`src/rtl/nibble_serial_adder_pkg.sv`:
```
// Shared constants for the nibble-serial adder: FSM encoding, slice width, overflow helper.
// Latency: n/a (package).
// Backpressure: n/a (package).
package nibble_serial_adder_pkg;

    // FSM state encoding
    localparam logic [1:0] IDLE = 2'd0;
    localparam logic [1:0] ADD  = 2'd1;
    localparam logic [1:0] DONE = 2'd2;

    // Width of the single CLA slice the word is streamed through
    localparam int NIBBLE_W = 4;

    // Two's-complement overflow: operands share a sign and the result sign differs
    function automatic logic signed_ovf(input logic a_msb, input logic b_msb, input logic s_msb);
        return (a_msb == b_msb) && (s_msb != a_msb);
    endfunction

endpackage

```
`src/rtl/nibble_serial_adder_cla.sv`:
```
// 4-bit carry-lookahead adder slice, reused one nibble per clock by the serial adder.
// Latency: purely combinational.
// Backpressure: none; output follows inputs.
module CLA_adder (
    input  logic [3:0] A,
    input  logic [3:0] B,
    input  logic       Cin,
    output logic [3:0] sum,
    output logic       Cout
);

    logic [3:0] g;
    logic [3:0] p;
    logic [4:0] c;

    assign g = A & B;
    assign p = A ^ B;

    // Lookahead carries, each expanded directly from Cin rather than rippled
    always_comb begin
        c[0] = Cin;
        c[1] = g[0] | (p[0] & Cin);
        c[2] = g[1] | (p[1] & g[0]) | (p[1] & p[0] & Cin);
        c[3] = g[2] | (p[2] & g[1]) | (p[2] & p[1] & g[0]) | (p[2] & p[1] & p[0] & Cin);
        c[4] = g[3] | (p[3] & g[2]) | (p[3] & p[2] & g[1]) | (p[3] & p[2] & p[1] & g[0])
             | (p[3] & p[2] & p[1] & p[0] & Cin);
    end

    assign sum  = p ^ c[3:0];
    assign Cout = c[4];

endmodule

```
`src/rtl/nibble_serial_adder.sv`:
```
// WIDTH-bit adder that streams operands LSB-nibble-first through one 4-bit CLA slice.
// Latency: accept at edge 0, out_valid after edge NIB; one op per NIB+2 cycles at best.
// Backpressure: result held in DONE until out_ready; in_ready only in IDLE, so no drain+accept in one cycle.
module nibble_serial_adder
    import nibble_serial_adder_pkg::*;
#(
    parameter int WIDTH = 16   // multiple of 4, at least 8
) (
    input  logic             clk,
    input  logic             rst,
    input  logic             in_valid,
    output logic             in_ready,
    input  logic [WIDTH-1:0] a,
    input  logic [WIDTH-1:0] b,
    input  logic             cin,
    output logic             out_valid,
    input  logic             out_ready,
    output logic [WIDTH-1:0] sum,
    output logic             cout,
    output logic             ovf
);

    localparam int NIB   = WIDTH / NIBBLE_W;
    localparam int CNT_W = $clog2(NIB);
    localparam logic [CNT_W-1:0] LAST_NIB = CNT_W'(NIB - 1);

    logic [1:0]              state_q;
    logic [CNT_W-1:0]        cnt_q;
    logic [WIDTH-1:0]        a_sh;
    logic [WIDTH-1:0]        b_sh;
    // Completed low nibbles; the final nibble is appended on the way into sum
    logic [WIDTH-NIBBLE_W-1:0] res_sh;
    logic                    carry_q;
    logic                    a_msb_q;
    logic                    b_msb_q;

    logic [NIBBLE_W-1:0]     nib_sum;
    logic                    nib_cout;
    logic                    accept;
    logic                    drain;
    logic                    last_nib;

    assign in_ready  = (state_q == IDLE);
    assign out_valid = (state_q == DONE);
    assign accept    = in_valid && in_ready;
    assign drain     = out_valid && out_ready;
    assign last_nib  = (state_q == ADD) && (cnt_q == LAST_NIB);

    CLA_adder u_cla (
        .A    (a_sh[NIBBLE_W-1:0]),
        .B    (b_sh[NIBBLE_W-1:0]),
        .Cin  (carry_q),
        .sum  (nib_sum),
        .Cout (nib_cout)
    );

    // FSM: IDLE -> ADD on accept, ADD -> DONE after the last nibble, DONE -> IDLE on drain
    always_ff @(posedge clk or posedge rst) begin
        if (rst) begin
            state_q <= IDLE;
        end else begin
            case (state_q)
                IDLE:    if (accept)   state_q <= ADD;
                ADD:     if (last_nib) state_q <= DONE;
                DONE:    if (drain)    state_q <= IDLE;
                default:               state_q <= IDLE;
            endcase
        end
    end

    // Operand shift registers, carry chain register, nibble counter and partial result
    always_ff @(posedge clk or posedge rst) begin
        if (rst) begin
            a_sh    <= '0;
            b_sh    <= '0;
            res_sh  <= '0;
            carry_q <= 1'b0;
            cnt_q   <= '0;
            a_msb_q <= 1'b0;
            b_msb_q <= 1'b0;
        end else if (accept) begin
            a_sh    <= a;
            b_sh    <= b;
            carry_q <= cin;
            cnt_q   <= '0;
            a_msb_q <= a[WIDTH-1];
            b_msb_q <= b[WIDTH-1];
        end else if (state_q == ADD) begin
            a_sh    <= a_sh >> NIBBLE_W;
            b_sh    <= b_sh >> NIBBLE_W;
            res_sh  <= {nib_sum, res_sh[WIDTH-NIBBLE_W-1:NIBBLE_W]};
            carry_q <= nib_cout;
            cnt_q   <= cnt_q + 1'b1;
        end
    end

    // Result registers load only on the final nibble so they stay frozen outside DONE
    always_ff @(posedge clk or posedge rst) begin
        if (rst) begin
            sum  <= '0;
            cout <= 1'b0;
            ovf  <= 1'b0;
        end else if (last_nib) begin
            sum  <= {nib_sum, res_sh};
            cout <= nib_cout;
            ovf  <= signed_ovf(a_msb_q, b_msb_q, nib_sum[NIBBLE_W-1]);
        end
    end

endmodule

```
`config.mk`:
```
export PLATFORM = sky130hd
export DESIGN_NAME = nibble_serial_adder
export DESIGN_NICKNAME = d
export VERILOG_FILES = /design/src/rtl/nibble_serial_adder_pkg.sv /design/src/rtl/nibble_serial_adder_cla.sv /design/src/rtl/nibble_serial_adder.sv
export SDC_FILE = /design/constraint.sdc
export NUM_CORES = 1
export LEC_CHECK = 0
export CAP_MARGIN = 20
export CORE_MARGIN = 1
export CORE_UTILIZATION = 55
export CTS_BUF_LIST = sky130_fd_sc_hd__clkbuf_16
export DETAILED_ROUTE_END_ITERATION = 10
export PLACE_DENSITY = 0.93
export SLEW_MARGIN = 10
export SYNTH_ARGS = -nofsm -noshare
export SYNTH_HDL_FRONTEND = slang
export SYNTH_SLANG_ARGS = --single-unit
```
`constraint.sdc`:
```
create_clock -name clk -period 4.4 [get_ports clk]
set_input_delay 0.88 -clock clk [delete_from_list [all_inputs] [get_ports clk]]
set_output_delay 0.88 -clock clk [all_outputs]
set_load 0.01 [all_outputs]
```
==> results.py, run 1 <==
metrics = {
    "status": {
        "status": "completed",
    },
    "timing": {
        "setup_violations": 0,
        "holdWs_ns": 0.4733,
        "hold_violations": 0,
        "post-route-min-period_ns": 2.423,
        "rsz0062_at_grt": "false",
        "setup_slack_ns": 1.977,
        "fmax_mhz": 412.7,
        "finalClockSkew_ns": 0.005523,
        "finalMaxSlewViolations": 0,
        "slew_headroom_pct": 33.03,
        "worst_pin_slew_ns": 1.001,
        "fin_setup_tns_ns": 0,
        "fin_crit_sh_pct": 55.07,
    },
    "clocking": {
        "cts_hold_buf": 0,
        "cts_setup_buffers": 0,
        "clkTransAtPathRegs_ns": 0.05,
        "cts_root_buf": "clkbuf_16",
        "tritoncts": "done",
        "cts_resized": 0,
        "cts_inserted_buffers": 9,
        "cts_buffer_depth": 2,
        "clock-sinks": 69,
        "clk_latency_ns": 0.33,
        "htreeDepth": 3,
    },
    "detailed_routing": {
        "drt_pass1_iterations": 4,
        "ant_nets": 0,
        "drc": 0,
        "drt-vias-per-instance": 5.574,
        "vias": 2263,
        "wirelength_um": 6732,
        "first_iter_violations": 176,
        "routedWlPerCell_um": 16.58,
    },
    "cells_and_area": {
        "final_cell_mix": "94 x nand2_1, 69 x dfrtp_1, 56 x clkdlybuf4s50_1",
        "fillers": 321,
        "nets": 374,
        "final_layout_size_suffix_gt1_share_pct": 11.61,
        "layout_commonest_cell": "nand2_1",
        "n_antenna_cell": 0,
        "area_growth_pct": 31.47,
        "stdcell_area_um2": 3826,
    },
    "yosys": {
        "synth_ff_type": "dfrtp_1",
        "syn_area_um2": 2910,
        "syn-instance-count": 277,
        "synth-seq-area-share_pct": 59.33,
        "synth.distinct_cells": 31,
        "yosys.area.top_type_share_pct": 59.33,
        "synth_top_area_cell": "dfrtp_1",
        "ys_ff_latch": 69,
        "synthTopCellsByArea": "dfrtp_1 59%, nand2_1 12%, a22oi_1 5.9%",
        "yosys_warnings": 0,
        "avgSynthCellArea_um2": 10.51,
        "async_flop_share_pct": 100.0,
        "synth_edf_count": 0,
        "synth_nets": 320,
    },
    "min_path": {
        "hp-class": "reg2reg",
        "holdPathStages": 2,
    },
    "power_and_ir_drop": {
        "p_per_area_nw_per_um2": 808.5,
        "ir_drop_uv": 478.8,
        "p_total_uw": 3093,
        "power_leakage_uw": 0.001798,
    },
    "worst_setup_path": {
        "cp.arrival_ns": 1.54,
        "startpoint": "state_q[0]$_DFFE_PP0P_",
        "crit_path_max_fanout": 6,
        "end_kind": "output pin",
        "required_ns": 3.52,
        "reg2reg_slack_ns": 2.33,
        "r2r-end": "ovf$_DFFE_PP0P_",
        "worstRegToRegCells": 4,
        "start_kind": "flop",
        "reg2reg_from": "cnt_q[0]$_DFFE_PP0P_",
        "endpoint": "out_valid",
        "worstSetupPathType": "reg2out",
    },
    "placed_design": {
        "place_area_um2": 3511,
        "dp_slack_ns": 1.841,
        "hpwl_um": 4156,
        "routabilityCongestion": 0.8290,
        "portBuffers": 56,
    },
    "die": {
        "io_pins": 57,
        "die-width_um": 74.74,
        "core_um2": 5107,
        "start_util_pct": 56.98,
        "num_rows": 26,
        "die-area_um2": 5586,
        "die_y_um": 74.74,
    },
    "global_route": {
        "grt_pass1_wl_um": 10900,
        "antenna_found_initial": 0,
        "grt_max_degree": 47,
        "grt_overflow_total": 0,
        "grt_use_total_pct": 27.02,
        "grt_pass1_vias": 2238,
    },
    "job": {
        "maxCapViolations": 0,
    },
}
worst max-delay path, cell delays in order (launching register included):
cell and delay, ns:
dfrtp_1 0.44, nand2b_1 0.18, inv_1 0.06, clkdlybuf4s50_1 0.54
metal layers:
metal / share of wire, % / routed length, um / track usage (%)
met1: 41 / 2744 / 34.72
met2: 53 / 3558 / 44.04
met3: 3.7 / 249 / 7.095
met4: 2.7 / 179 / 10.90
met5: 0 / 0 / 0
through the flow:
| stage | cells | utilization (%) |
|---|---|---|
| after floorplan | 277 | - |
| after global placement | 390 | 68.74 |
| after detailed placement | 390 | 68.74 |
| after CTS | 406 | 74.91 |
| after global routing | 406 | 74.91 |
| final | 406 | 74.91 |
synthesized netlist by cell type (3+ instances only):
| cell type | n |
|---|---|
| a22oi_1 | 23 |
| ha_1 | 5 |
| o21ai_0 | 18 |
| inv_1 | 5 |
| dfrtp_1 | 69 |
| nor2_1 | 3 |
| mux2_2 | 14 |
| buf_2 | 14 |
| nand2_1 | 94 |
| nor3_1 | 3 |
sequential cells by signal, summed over array words and instances (netlist names):
name	count
a_sh	16
b_sh	16
sum	16
res_sh	12
cnt_q	2
state_q	2
a_msb_q	1
b_msb_q	1
carry_q	1
cout	1
ovf	1
cell families (layout without fill, tap and decap cells):
kind of cell             after synthesis  count (layout)  synth area share, %
AO/OA/AOI/OAI                         55              55                12.73
XOR/XNOR                               2               2               0.6020
adder cells (fa/ha/maj)                6               6                2.838
buffers and inverters                 21              80                3.311
flip-flops                            69              69                59.33
multiplexers                          14              14                5.417
AND/OR/NAND/NOR                      110             110                15.78
cell type report:
type / count / area [um^2] / area share, %
clock buffers: 9 / 225.2 / 5.886
clock inverters: 7 / 90.09 / 2.354
inverters: 5 / 18.77 / 0.4905
multi-input cells: 187 / 1095 / 28.61
flip-flops and latches: 69 / 1727 / 45.13
well taps: 70 / 87.58 / 2.289
repair buffers: 59 / 583.1 / 15.24
report_power, final:
group | internal [uW] | leakage [uW] | switching (uW)
clock | 492 | 0.000153 | 263
sequential | 933 | 0.000873 | 197
combinational | 533 | 0.000773 | 676
how the worst min path moves through the flow:
stage | startpoint | to | slack (ns)
4_1_cts | res_sh[1]$_DFFE_PP0P_ | res_sh[1]$_DFFE_PP0P_ | 0.48
6_report | res_sh[1]$_DFFE_PP0P_ | res_sh[1]$_DFFE_PP0P_ | 0.47
3_5_place_dp | res_sh[1]$_DFFE_PP0P_ | res_sh[1]$_DFFE_PP0P_ | 0.46
2_1_floorplan | res_sh[0]$_DFFE_PP0P_ | res_sh[0]$_DFFE_PP0P_ | 0.44
3_3_place_gp | res_sh[3]$_DFFE_PP0P_ | res_sh[3]$_DFFE_PP0P_ | 0.46
5_1_grt | a_sh[5]$_DFFE_PP0P_ | a_sh[5]$_DFFE_PP0P_ | 0.51
Power figures use the tool's default switching activity.
==> run 2, diff against run 1 <==
--- a/config.mk
+++ b/config.mk
@@ -7,10 +7,10 @@
 export LEC_CHECK = 0
 export CAP_MARGIN = 20
 export CORE_MARGIN = 1
-export CORE_UTILIZATION = 55
+export CORE_UTILIZATION = 46
 export CTS_BUF_LIST = sky130_fd_sc_hd__clkbuf_16
 export DETAILED_ROUTE_END_ITERATION = 10
-export PLACE_DENSITY = 0.93
+export PLACE_DENSITY = 0.84
 export SLEW_MARGIN = 10
 export SYNTH_ARGS = -nofsm -noshare
 export SYNTH_HDL_FRONTEND = slang
==> constraint.sdc (replaced) <==
create_clock -name clk -period 2 [get_ports clk]
set_input_delay 0.4 -clock clk [delete_from_list [all_inputs] [get_ports clk]]
set_output_delay 0.4 -clock clk [all_outputs]
set_load 0.01 [all_outputs]
==> run 2 against run 1 <==
Non-clock buffer count up 9. Critical path type unchanged. Clock skew about the same. Critical endpoint unchanged. Power up 110%.
==> results.py, run 2 (synthesized netlist as in run 1, its figures left out) <==
metrics = {
    "timing": {
        "worst_pin_slew_ns": 0.4448,
        "post-route-min-period_ns": 1.934,
        "setup_slack_ns": 0.06637,
        "fmax_mhz": 517.2,
        "fin_setup_tns_ns": 0,
        "hold_violations": 0,
        "finalClockSkew_ns": 0.005227,
        "fin_crit_sh_pct": 96.68,
        "slew_headroom_pct": 70.35,
        "finalMaxSlewViolations": 0,
        "rsz0062_at_grt": "false",
        "setup_violations": 0,
    },
    "cells_and_area": {
        "layout_commonest_cell": "nand2_1",
        "final_cell_mix": "94 x nand2_1, 69 x dfrtp_1, 56 x clkdlybuf4s50_1",
        "nets": 383,
        "n_antenna_cell": 0,
        "area_growth_pct": 32.85,
        "reg_top3": "a_sh (16), b_sh (16), sum (16)",
        "fillers": 458,
        "final_util_pct": 64.16,
        "final_layout_size_suffix_gt1_share_pct": 12.46,
    },
    "worst_setup_path": {
        "reg2reg_slack_ns": 0.28,
        "worstSetupPathType": "reg2out",
        "startpoint": "state_q[0]$_DFFE_PP0P_",
        "crit_path_max_fanout": 6,
        "reg2reg_from": "a_sh[0]$_DFFE_PP0P_",
        "start_kind": "flop",
        "worstRegToRegCells": 5,
        "end_kind": "output pin",
        "required_ns": 1.60,
        "r2r-end": "ovf$_DFFE_PP0P_",
        "cp.arrival_ns": 1.53,
        "endpoint": "out_valid",
    },
    "clocking": {
        "tritoncts": "done",
        "clkTransAtPathRegs_ns": 0.05,
        "cts_root_buf": "clkbuf_16",
        "htreeDepth": 3,
        "cts_resized": 0,
        "cts_buffer_depth": 2,
        "cts_setup_buffers": 0,
        "cts_hold_buf": 0,
        "clk_latency_ns": 0.33,
        "cts_inserted_buffers": 9,
        "clock-sinks": 69,
    },
    "die": {
        "io_pins": 57,
        "num_rows": 28,
        "core_um2": 6026,
        "die-area_um2": 6649,
        "start_util_pct": 48.30,
        "die-width_um": 81.54,
        "die_y_um": 81.54,
    },
    "detailed_routing": {
        "wirelength_um": 6326,
        "drt_pass1_iterations": 5,
        "drc": 0,
        "vias": 2232,
        "routedWlPerCell_um": 15.06,
        "drt-vias-per-instance": 5.314,
        "ant_nets": 0,
        "first_iter_violations": 122,
    },
    "power_and_ir_drop": {
        "p_switching_uw": 2383,
        "power_frac_comb_pct": 41.9,
        "p_per_area_nw_per_um2": 1691,
        "ir_drop_uv": 835.8,
        "p_seq_share_pct": 37.5,
        "clkPwrFrac_pct": 20.6,
        "internal_power_uw": 4155,
        "power_leakage_uw": 0.001836,
        "swShare_pct": 36.45,
    },
    "placed_design": {
        "hpwl_um": 4343,
        "dp_slack_ns": 0.1649,
        "portBuffers": 56,
        "routabilityCongestion": 0.7730,
    },
    "min_path": {
        "hp-class": "reg2reg",
    },
    "global_route": {
        "grt_pass1_wl_um": 10450,
        "antenna_found_initial": 0,
        "grt_overflow_total": 0,
        "grt_max_degree": 70,
        "grt_pass1_vias": 2262,
        "grt_use_total_pct": 21.56,
    },
    "status": {
        "status": "completed",
    },
    "job": {
        "maxCapViolations": 0,
    },
}
==> run 2: worst min-delay path by stage <==
stage                                from               endpoint  depth (start not counted)
finish              res_sh[0]$_DFFE_PP0P_  res_sh[0]$_DFFE_PP0P_                          2
global route         b_sh[10]$_DFFE_PP0P_   b_sh[10]$_DFFE_PP0P_                          2
CTS                 res_sh[0]$_DFFE_PP0P_  res_sh[0]$_DFFE_PP0P_                          2
detailed placement  res_sh[0]$_DFFE_PP0P_  res_sh[0]$_DFFE_PP0P_                          2
global placement    res_sh[2]$_DFFE_PP0P_  res_sh[2]$_DFFE_PP0P_                          2
floorplan           res_sh[0]$_DFFE_PP0P_  res_sh[0]$_DFFE_PP0P_                          2
==> run 2: final cells by class <==
| class | count | area, um^2 | area share [%] |
|---|---|---|---|
| Sequential cell | 69 | 1727 | 44.66 |
| Multi-Input combinational cell | 187 | 1095 | 28.32 |
| Timing Repair Buffer | 68 | 675.6 | 17.48 |
| Clock buffer | 9 | 225.2 | 5.825 |
| Tap cell | 75 | 93.84 | 2.427 |
| Clock inverter | 7 | 27.53 | 0.7120 |
| Inverter | 5 | 22.52 | 0.5825 |
==> run 2: through the flow <==
step	instance area, um^2	hold WS, ns	std cells	total power [uW]
floorplan	2914	0.4418	277	4144
global placement	3613	0.4573	404	5031
detailed placement	3613	0.4631	404	5183
CTS	3866	0.4765	420	6561
global route	3866	0.4913	420	6996
finish	3866	0.4745	420	6538
==> run 2: routing by layer <==
metal	routed length (um)	part of all wire (%)	track usage (%)	vias up
met5	0	0	0	-
met4	108	1.7	11.61	0
met3	336	5.3	5.111	10
met2	3115	49	34.33	64
met1	2765	44	27.17	1094
li1	-	-	-	1064
==> run 2: power groups by stage <==
| stage | combinational [uW] | clock [uW] | sequential [uW] |
|---|---|---|---|
| after floorplan | 1720 | 0 | 2430 |
| after detailed placement | 2720 | 0 | 2460 |
| after global placement | 2600 | 0 | 2430 |
| final | 2740 | 1350 | 2450 |
| after global routing | 3040 | 1430 | 2520 |
| after CTS | 2750 | 1360 | 2450 |
==> run 2: worst max-delay path, stage by stage (launching register included) <==
cell,delay (ns)
dfrtp_1,0.43
nand2b_1,0.18
inv_1,0.07
clkdlybuf4s50_1,0.53
==> run 3, diff against run 2 <==
--- a/config.mk
+++ b/config.mk
@@ -6,8 +6,10 @@
 export NUM_CORES = 1
 export LEC_CHECK = 0
 export CAP_MARGIN = 20
+export CELL_PAD_IN_SITES_DETAIL_PLACEMENT = 2
+export CELL_PAD_IN_SITES_GLOBAL_PLACEMENT = 2
 export CORE_MARGIN = 1
-export CORE_UTILIZATION = 46
+export CORE_UTILIZATION = 29
 export CTS_BUF_LIST = sky130_fd_sc_hd__clkbuf_16
 export DETAILED_ROUTE_END_ITERATION = 10
 export PLACE_DENSITY = 0.84
==> run 3 against run 2 <==
Critical endpoint unchanged. Hold slack better by 0.0060 ns. Worst setup slack better by 0.0066 ns. Sequential cell count unchanged. Maximum frequency up 0.34%. Die area up 57%. Critical path depth unchanged.
==> results.py, run 3 (synthesized netlist as in run 1, its figures left out) <==
metrics = {
    "detailed_routing": {
        "drt_pass1_iterations": 6,
        "drc": 0,
        "first_iter_violations": 126,
        "drt-vias-per-instance": 4.827,
        "ant_nets": 0,
        "vias": 2283,
        "wirelength_um": 8364,
        "routedWlPerCell_um": 17.68,
    },
    "power_and_ir_drop": {
        "ir_drop_uv": 687.1,
        "swShare_pct": 36.67,
        "p_seq_share_pct": 34.4,
        "p_total_uw": 7221,
        "power_frac_comb_pct": 40.4,
        "p_per_area_nw_per_um2": 1796,
        "internal_power_uw": 4573,
        "p_switching_uw": 2648,
        "power_leakage_uw": 0.001837,
        "clkPwrFrac_pct": 25.1,
    },
    "worst_setup_path": {
        "crit_path_max_fanout": 6,
        "slowest_stage": "clkdlybuf4s50_1",
        "reg2reg_from": "a_sh[0]$_DFFE_PP0P_",
        "worstRegToRegCells": 5,
        "worstSetupPathType": "reg2out",
        "required_ns": 1.60,
        "cpPeakStageDelay_ns": 0.52,
        "reg2reg_slack_ns": 0.24,
        "path_cells": "nand2b_1 > inv_1 > clkdlybuf4s50_1",
        "r2r-end": "carry_q$_DFFE_PP0P_",
        "end_kind": "output pin",
        "start_kind": "flop",
        "cp.arrival_ns": 1.53,
    },
    "placed_design": {
        "routabilityCongestion": 0.7315,
        "dp.cells": 458,
        "dp_slack_ns": -0.001167,
        "place_area_um2": 3681,
        "portBuffers": 56,
        "hpwl_um": 5549,
    },
    "status": {
        "status": "completed",
    },
    "global_route": {
        "grt_max_degree": 70,
        "grt_overflow_total": 0,
        "grt_use_total_pct": 17.79,
        "grt_pass1_wl_um": 13720,
        "antenna_found_initial": 0,
        "grt_pass1_vias": 2525,
    },
    "cells_and_area": {
        "reg_top3": "a_sh (16), b_sh (16), sum (16)",
        "fillers": 1046,
        "instances_no_fill": 473,
        "nets": 379,
        "layout_commonest_cell": "nand2_1",
        "final_cell_mix": "94 x nand2_1, 68 x dfrtp_1, 56 x clkdlybuf4s50_1",
        "area_growth_pct": 38.13,
        "stdcell_area_um2": 4020,
        "final_layout_size_suffix_gt1_share_pct": 13.24,
        "n_antenna_cell": 0,
    },
    "die": {
        "io_pins": 57,
        "die_y_um": 102.2,
        "start_util_pct": 29.91,
        "num_rows": 36,
        "die-area_um2": 10440,
        "core_um2": 9729,
        "die-width_um": 102.2,
    },
    "min_path": {
        "hp-class": "reg2reg",
        "holdPathStages": 2,
        "min_to": "a_sh[6]$_DFFE_PP0P_",
        "hp-start": "a_sh[6]$_DFFE_PP0P_",
    },
    "clocking": {
        "cts_inserted_buffers": 9,
        "cts_buffer_depth": 2,
        "tritoncts": "done",
        "cts_hold_buf": 0,
        "clkTransAtPathRegs_ns": 0.06,
        "clk_latency_ns": 0.33,
        "clock-sinks": 69,
        "cts_root_buf": "clkbuf_16",
        "cts_resized": 0,
        "htreeDepth": 3,
        "cts_setup_buffers": 0,
    },
    "timing": {
        "finalClockSkew_ns": 0.008155,
        "fin_crit_sh_pct": 96.35,
        "setup_slack_ns": 0.07299,
        "finalMaxSlewViolations": 0,
        "worst_pin_slew_ns": 0.3903,
        "fmax_mhz": 518.9,
        "setup_violations": 0,
        "rsz0062_at_grt": "false",
        "hold_violations": 0,
        "post-route-min-period_ns": 1.927,
        "slew_headroom_pct": 73.98,
        "holdWs_ns": 0.4805,
    },
    "job": {
        "maxCapViolations": 0,
    },
}
==> run 3: worst max-delay path by stage <==
| stage | startpoint | endpoint | cells after the start |
|---|---|---|---|
| floorplan | a_sh[0]$_DFFE_PP0P_ | ovf$_DFFE_PP0P_ | 5 |
| global placement | in_valid | carry_q$_DFFE_PP0P_ | 7 |
| detailed placement | in_valid | carry_q$_DFFE_PP0P_ | 7 |
| CTS | state_q[0]$_DFFE_PP0P_ | out_valid | 3 |
| global route | state_q[0]$_DFFE_PP0P_ | out_valid | 3 |
| finish | state_q[0]$_DFFE_PP0P_ | out_valid | 3 |
==> run 3: cell type report <==
type / instances / area [um^2] / area share [%]
clock buffers: 9 / 225.2 / 5.602
clock inverters: 6 / 112.6 / 2.801
inverters: 5 / 22.52 / 0.5602
flip-flops and latches: 69 / 1728 / 42.98
repair buffers: 64 / 670.6 / 16.68
multi-input cells: 187 / 1095 / 27.23
well taps: 133 / 166.4 / 4.139
==> run 3: power groups by stage <==
stage	Combinational [uW]	Clock, uW	Sequential [uW]
after detailed placement	2870	0	2510
after global routing	3250	1890	2570
after floorplan	1720	0	2430
after CTS	2990	1850	2500
final	2920	1820	2480
after global placement	2650	0	2440
==> run 3: layer usage <==
layer | vias up | wire length, um | track usage [%]
li1 | 1054 | - | -
met4 | 0 | 127 | 6.264
met5 | - | 0 | 0
met1 | 1171 | 3432 | 21.01
met3 | 12 | 199 | 2.462
met2 | 46 | 4604 | 32.89
==> run 3: per-stage QoR <==
| stage | TNS (ns) | utilization (%) |
|---|---|---|
| floorplan | 0 | - |
| global placement | 0 | 37.83 |
| detailed placement | -0.001167 | 37.83 |
| CTS | 0 | 41.31 |
| global route | 0 | 41.32 |
| finish | 0 | 41.32 |
==> run 3: worst max-delay path, delay by kind of cell (launching register included) <==
family	cells	cell delay [ns]
buf+inv	2	0.58
flops	1	0.44
simple gates	1	0.17
==> patch (flow settings as in run 1) <==
Reset style: synchronous (`rst`), changed in 3 clocked blocks.
--- a/src/rtl/nibble_serial_adder.sv
+++ b/src/rtl/nibble_serial_adder.sv
@@ -56,5 +56,5 @@
 
     // FSM: IDLE -> ADD on accept, ADD -> DONE after the last nibble, DONE -> IDLE on drain
-    always_ff @(posedge clk or posedge rst) begin
+    always_ff @(posedge clk) begin
         if (rst) begin
             state_q <= IDLE;
@@ -70,5 +70,5 @@
 
     // Operand shift registers, carry chain register, nibble counter and partial result
-    always_ff @(posedge clk or posedge rst) begin
+    always_ff @(posedge clk) begin
         if (rst) begin
             a_sh    <= '0;
@@ -96,5 +96,5 @@
 
     // Result registers load only on the final nibble so they stay frozen outside DONE
-    always_ff @(posedge clk or posedge rst) begin
+    always_ff @(posedge clk) begin
         if (rst) begin
             sum  <= '0;
Function: differs if rst is asserted again (counterexample within 4 cycles, from zero or initial values and one cycle with rst high); with rst held inactive, the same outputs for 10 cycles.
==> patch against run 1 <==
  * Design area down 7.0%
  * Cell count rose by 9.1%
  * Wire length fell by 11%
  * Clock skew hardly changed
  * Setup slack better by 5.9 ps
  * Sequential cell count unchanged
  * Area after synthesis shrank 6.0%
  * Utilization fell by 0.072 points
Power is not compared: it rests on default switching activity, and its combinational part moved more than twofold at a synthesized area within 25%.
==> patch: results (changes against run 1) <==
Post-synth ARST share 0 (-1.00); LEAKAGE 1.24 nW; global-route wire length before repair 9740 microns (-11%); clock root buffer clkbuf_16; Detailed Place HPWL 3790 microns (-8.8%); Top Registers a_sh: 16 flops, b_sh: 16 flops, sum: 16 flops; Peak VDD IR 0.000350 V; PortBufs 56 (unchanged); share of cells above drive strength 1 0.0612 (-0.0549); critical path's slowest cell nor3b_4; worst-path maximum fanout 19 (+13); Post-CTS Setup Inserts 0 (unchanged); Post-synth top cells nand2_1 (89), dfxtp_1 (69), a21oi_1 (64); Area contributors post-synth dfxtp_1 (50%), nand2_1 (12%), a21oi_1 (12%), a22oi_1 (6.9%), ha_1 (2.3%); largest net degree at the start of global routing 70 (+49%); CTS buffer count 9 (unchanged); Final GP Congestion 0.768 (-7.4%); GRT Util Overall 0.246 (-0.0239); syn nets 368 (+15%); Top FF cell, synth dfxtp_1; initial antenna violation count 0 (unchanged); drt pass-1 iters 4 (unchanged); run status finished clean; synth warn 0 (unchanged); worst skew pair latency 330 ps (about the same); # diodes 0 (unchanged); clk buf depth 2 (unchanged); WL/cell 13.6 microns (-18%); DR iter-0 viols 99 (-44%); Critical Path Max Stage Delay 670 ps (+130 ps); fin nets 415 (+11%); register area share after synthesis 0.505 (-0.0885); syn_area_per_cell 8.42 sq um (-20%); htree depth 3 (unchanged); placed cell count 427 (+9.5%); vias in the first global route 2226 (-0.54%); Cell Count, Final, Fillers Out 443 (+9.1%); Reg clk slew, reported paths 50 ps (about the same); Yosys cell types 31 (unchanged); cts repair resizes 0 (unchanged); Final Skew 6.02 ps (+0.497 ps); Hold WC Path Type reg -> reg; worst slew pin tran 873 ps (-128 ps); Vias/cell 5.48 (-1.7%)
==> patch: changes by cell type in the layout (fill, tap and decap cells not counted), moves of 3 or more <==
cell            run 1  this run
nand3_1             0         8
mux2_2             14         0
nor2_1              3         7
nand2_1            94        89
nand4_1             0         3
dfrtp_1            69         0
o21ai_0            18         1
dfxtp_1             0        69
a21oi_1             2        64
==> patch: kinds of logic after synthesis <==
logic type,after synthesis,share of synthesized area
AO/OA/AOI/OAI,99,0.218
XOR/XNOR,2,0.00640
adder cells (fa/ha/maj),6,0.0302
buffers and inverters,28,0.0476
flip-flops,69,0.505
multiplexers,1,0.00366
AND/OR/NAND/NOR,120,0.190
==> patch: metrics by stage <==
step	utilization	hold WS (ps)	total power [mW]	instance area, sq um	setup slack, ps
3_3_place_gp	0.690	439	0.823	3280	1660
2_1_floorplan	-	432	0.776	2740	2580
4_1_cts	0.744	453	1.44	3540	1950
5_1_grt	0.748	479	1.49	3560	1820
3_5_place_dp	0.690	446	0.829	3280	1640
6_report	0.748	451	1.44	3560	1980
==> patch: final cells by class <==
cell class / instances / area, sq um
inverter: 5 / 18.8
clock buffer: 9 / 225
fill: 383 / 1200
timing repair buffer: 59 / 591
sequential: 69 / 1380
clock inverter: 6 / 31.3
tap: 67 / 83.8
multi-input combinational: 228 / 1230
==> patch: critical path: cells and delay by family <==
| family | cells | cell delay, ps |
|---|---|---|
| buffers and inverters | 2 | 830 |
| AND/OR/NAND/NOR | 1 | 670 |
| AO/OA/AOI/OAI | 2 | 280 |
==> patch: per-layer routing <==
metal	vias up	GRT usage	wire [microns]
met5	-	0	0
met4	0	0.0915	99
met3	10	0.0708	269
met2	71	0.433	3080
met1	1129	0.283	2570
li1	1217	-	-
==> patch: final timing paths <==
check	start	cells past startpoint	slack [ps]	to
max reg2reg	state_q[0]	5	2250	cout
min	sum[1]	2	450	sum[1]
max	in_valid	5	1980	a_sh[3]
min reg2reg	sum[1]	2	450	sum[1]
==> patch: power breakdown <==
| group | internal [mW] | switching [mW] |
|---|---|---|
| sequential | 0.653 | 0.0170 |
| clock | 0.370 | 0.249 |
| combinational | 0.0696 | 0.0812 |
